--- config.mk ---
export PLATFORM = sky130hd
export DESIGN_NAME = jtag_bsr_out
export DESIGN_NICKNAME = d
export VERILOG_FILES = /design/src/rtl/jtag_bsr_out.sv
export SDC_FILE = /design/constraint.sdc
export NUM_CORES = 1
export LEC_CHECK = 0
export CAP_MARGIN = 20
export CORE_MARGIN = 2
export CORE_UTILIZATION = 45
export CTS_BUF_LIST = sky130_fd_sc_hd__clkbuf_4 sky130_fd_sc_hd__clkbuf_8 sky130_fd_sc_hd__clkbuf_16
export DETAILED_ROUTE_END_ITERATION = 12
export PLACE_DENSITY_LB_ADDON = 0.2
export SYNTH_ARGS = -nofsm -noshare
export SYNTH_HDL_FRONTEND = slang
export SYNTH_SLANG_ARGS = --single-unit
--- constraint.sdc ---
create_clock -name TCK -period 1.65 [get_ports TCK]
set_clock_uncertainty 0.15 [all_clocks]
set_input_delay 0.165 -clock TCK [delete_from_list [all_inputs] [get_ports TCK]]
set_output_delay 0.165 -clock TCK [all_outputs]
set_load 0.01 [all_outputs]
--- src/rtl/jtag_bsr_out.sv ---
// Output boundary-scan register: data cells plus per-group output-enable cells,
// with a bypass flop that takes over the serial path under clamp/highz.
module jtag_bsr_out #(
    parameter int               WIDTH      = 8,
    parameter int               NUM_OE     = 2,
    parameter logic [WIDTH-1:0] SAFE_VALUE = {WIDTH{1'b0}}
) (
    input  logic              TCK,
    input  logic              Reset,
    input  logic [WIDTH-1:0]  FromCore,
    input  logic [NUM_OE-1:0] FromCoreOE,
    input  logic              FromPreviousBSCell,
    input  logic              Select,
    input  logic              CaptureDR,
    input  logic              ShiftDR,
    input  logic              UpdateDR,
    input  logic              extest,
    input  logic              clamp,
    input  logic              highz,
    output logic [WIDTH-1:0]  Pin,
    output logic [WIDTH-1:0]  PinOE,
    output logic              ToNextBSCell
);

    localparam int L   = WIDTH + NUM_OE;
    localparam int GRP = WIDTH / NUM_OE;

    logic [L-1:0]      srReg;
    logic [L-1:0]      srNext;
    logic              byReg;
    logic              byNext;
    logic [WIDTH-1:0]  urDataReg;
    logic [WIDTH-1:0]  urDataNext;
    logic [NUM_OE-1:0] urOeReg;
    logic [NUM_OE-1:0] urOeNext;
    logic              bypassMode;
    logic              scanMode;

    // clamp and highz both route the serial path through the single bypass flop
    assign bypassMode = clamp | highz;
    assign scanMode   = extest | bypassMode;

    // Capture/shift side. Capture has priority over shift.
    always_comb begin
        srNext = srReg;
        byNext = byReg;
        if (Select) begin
            if (bypassMode) begin
                if (CaptureDR) begin
                    byNext = 1'b0;
                end else if (ShiftDR) begin
                    byNext = FromPreviousBSCell;
                end
            end else begin
                if (CaptureDR) begin
                    srNext = {FromCoreOE, FromCore};
                end else if (ShiftDR) begin
                    srNext = {FromPreviousBSCell, srReg[L-1:1]};
                end
            end
        end
    end

    always_ff @(posedge TCK or posedge Reset) begin
        if (Reset) begin
            srReg <= '0;
            byReg <= 1'b0;
        end else begin
            srReg <= srNext;
            byReg <= byNext;
        end
    end

    // Update side runs on the falling edge so pins change mid-cycle after Update-DR.
    always_comb begin
        urDataNext = urDataReg;
        urOeNext   = urOeReg;
        if (Select && UpdateDR && !bypassMode) begin
            urDataNext = srReg[WIDTH-1:0];
            urOeNext   = srReg[L-1:WIDTH];
        end
    end

    always_ff @(negedge TCK or posedge Reset) begin
        if (Reset) begin
            urDataReg <= SAFE_VALUE;
            urOeReg   <= '0;
        end else begin
            urDataReg <= urDataNext;
            urOeReg   <= urOeNext;
        end
    end

    assign ToNextBSCell = bypassMode ? byReg : srReg[0];

    // Per-pin muxing; each pin follows the enable of its group.
    generate
        for (genvar gi = 0; gi < WIDTH; gi++) begin : g_pin
            localparam int G = gi / GRP;
            always_comb begin
                Pin[gi]   = FromCore[gi];
                PinOE[gi] = FromCoreOE[G];
                if (scanMode) begin
                    Pin[gi]   = urDataReg[gi];
                    PinOE[gi] = highz ? 1'b0 : urOeReg[G];
                end
            end
        end
    endgenerate

endmodule

==> flow_summary.yaml <==
worst_setup_path:
  critical_path_class: "flip-flop to output port"
  critPathMaxFanout: 4
  critical_path.startpoint_type: "flip-flop"
  cp_cell_sequence: "nand2b_1, o21ai_2, buf_2"
  critPathMaxStageDelay_ns: 0.44
  required_ns: 1.33
  cp_slowest_cell: "dfrtn_1"
  cp-end-kind: "output port"
  cp.arrival_ns: 1.98
clock_tree:
  cts_root_buf: "clkbuf_4"
  numCtsBuffers: 3
  cts_tree: "done"
  htreeDepth: 1
  insertion_delay_ns: 0.32
  cts-root-to-sink-buffers: 2
  ctsHoldBuffers: 0
  cts.sinks: 21
  clk_pin_slew_ns: 0.13
synthesis:
  avgSynthCellArea_um2: 13.57
  yosysUniqueCellTypes: 18
  postSynth.asyncResetShare: 1.000
  synth_mux_area_frac: 0.3966
  synth_top_cell_by_area: "mux2_2"
  synth-edff-count: 0
  yosysTopAreaCellShare: 0.2508
  synth_top_family_by_area: "multiplexers"
  ys_ff_latch: 21
  syn_area_um2: 1167
  synthAdderAreaFrac: 0
  synthXorXnorAreaFrac: 0
  yosys-top-cells-area: "mux2_2 25%, dfrtp_1 24%, dfrtn_1 21%, mux2_4 13%, buf_4 3.9%"
  yosysSeqAreaShare: 0.4502
  synth_top_flop_cell: "dfrtp_1"
  syn_nets: 106
  synthSimpleGateAreaFrac: 0.06109
  yosysWarnings: 0
  synthCells: 86
  synth-compound-area-share: 0.02894
layout:
  finalNonFillerCells: 187
  synthToLayoutAreaGrowth_pct: 63.56
  drive_gt1_frac: 0.6815
  seq_area_um2: 525.5
  final.fill_count: 161
  antennaDiodeCount: 0
  multi_input_area_um2: 615.6
  fin_nets: 178
  fin_area_um2: 1909
power:
  finalPower_mw: 2.460
  p_leak_nw: 0.9091
  vdd_ir_drop_max_mv: 1.079
  power_density_nw_per_um2: 1288
timing:
  setup_viol_count_final: 26
  grt_setup_unrepaired: "yes"
  hold_violations: 0
  setup_slack_ns: -0.6455
  fin_tns_setup_ns: -11.13
  tightest_slew_ns: 0.2145
  slew_headroom: 0.8562
  finalMaxSlewViolations: 0
placement:
  dp_slack_ns: -0.9294
  gp_congestion: 0.7555
  dp_hpwl_um: 1960
  dpl.cell_count: 170
  dpl_cell_area_um2: 1794
  io_buffers: 36
global_routing:
  grt_overflow: 0
  grt_max_degree: 22
  grt_pass1_vias: 963
  grtUsageTotal: 0.2141
  antenna_found_initial: 0
  grt_pass1_wl_um: 4429
die:
  io_pins: 37
  core_area_um2: 2477
  fp.dieArea_um2: 3017
  start_util: 0.4712
  rows: 18
  die_h_um: 54.93
  die_x_um: 54.93
route:
  drt_wl_total_um: 2916
  drc: 0
  vias: 935
  dr.pass1.iters: 4
  ant_nets: 0
  drtIter0Drc: 7
  routedWlPerCell_um: 15.59
  via_per_inst: 5.000
outcome:
  status: "complete, but fails checks"
  violations: "setup timing"
worst_hold_path:
  hold_class: "input pin to async pin"
run:
  maxCapViolCount: 0
[per-stage QoR]
step           utilization  hold WS [ns]
2_1_floorplan            -     -0.008647
6_report            0.7707      0.002493
3_5_place_dp        0.7242        0.3082
5_1_grt             0.7707       0.01746
4_1_cts             0.7515       0.01602
3_3_place_gp        0.7242        0.3164
[worst max-delay path: cells and delay by family, from the launching register on]
family                 cells  cell delay, ns
AO/OA/AOI/OAI              1            0.16
buffers and inverters      1            0.16
flip-flops                 1            0.44
AND/OR/NAND/NOR            1            0.08
[power by group]
part	internal, mW	switching (mW)	leakage [nW]
Sequential	0.730	0.128	0.255
Combinational	0.935	0.403	0.640
Clock	0.0926	0.170	0.0139
Total	1.76	0.702	0.909
[per-layer routing]
| metal | vias up | global-route usage | wire [µm] |
|---|---|---|---|
| li1 | 444 | - | - |
| met1 | 464 | 0.2548 | 1170 |
| met2 | 25 | 0.3948 | 1613 |
| met3 | 2 | 0.02957 | 107 |
| met4 | 0 | 0.06911 | 25 |
| met5 | - | 0 | 0 |
[layout make-up]
cell class | count | share of cell area
timing repair buffer | 76 | 0.3630
multi-input combinational | 54 | 0.3224
sequential | 21 | 0.2752
tap | 30 | 0.01966
clock buffer | 3 | 0.01180
clock inverter | 1 | 0.003932
inverter | 2 | 0.003932
[logic make-up (layout without fill, tap and decap cells)]
logic type,after synthesis,in the layout
multiplexers,38,38
flip-flops,21,21
buffers and inverters,11,82
AND/OR/NAND/NOR,10,10
AO/OA/AOI/OAI,6,6
[cell usage after synthesis, types with 2 or more instances]
| master | instances |
|---|---|
| buf_4 | 6 |
| inv_1 | 2 |
| dfrtn_1 | 10 |
| nand2b_1 | 2 |
| nand2_1 | 3 |
| mux2_4 | 10 |
| dfrtp_1 | 11 |
| mux2i_1 | 2 |
| buf_2 | 2 |
| mux2_2 | 26 |
| o21ai_0 | 5 |
[registers in the layout, indices dropped and copies added (netlist names)]
| name | flops |
|---|---|
| byReg | 1 |
| srReg | 10 |
| urDataReg | 8 |
| urOeReg | 2 |
[cell usage in the layout, fill, tap and decap left out, types with 4 or more instances in the layout]
| master | instances |
|---|---|
| buf_4 | 35 |
| mux2_4 | 18 |
| mux2_2 | 18 |
| clkdlybuf4s50_1 | 15 |
| dfrtp_1 | 11 |
| buf_6 | 10 |
| dfrtn_1 | 10 |
| buf_2 | 9 |
| buf_12 | 4 |
[final timing paths]
path / start / end / slack (ns) / cells after the start
worst max-delay path: urOeReg[1] / PinOE[5] / -0.65 / 3
worst min-delay path: Reset / srReg[2] / 0.002 / 3
worst max register to register: srReg[8] / urOeReg[0] / -0.16 / 1
worst min register to register: urDataReg[4] / urDataReg[4] / 0.33 / 1
max in group asynchronous: Reset / urOeReg[0] / 0.44 / 3
min in group TCK: Select / byReg / 0.10 / 4
[what timing repair did]
action	in CTS	in global routing
endpoints found under the setup margin	27	26
buffers inserted	5	7
cloned	1	0
pin swaps	4	4
gates resized for setup	92	1
hold endpoints to repair	0	0
Note: power is estimated with default switching activity, not from simulation.
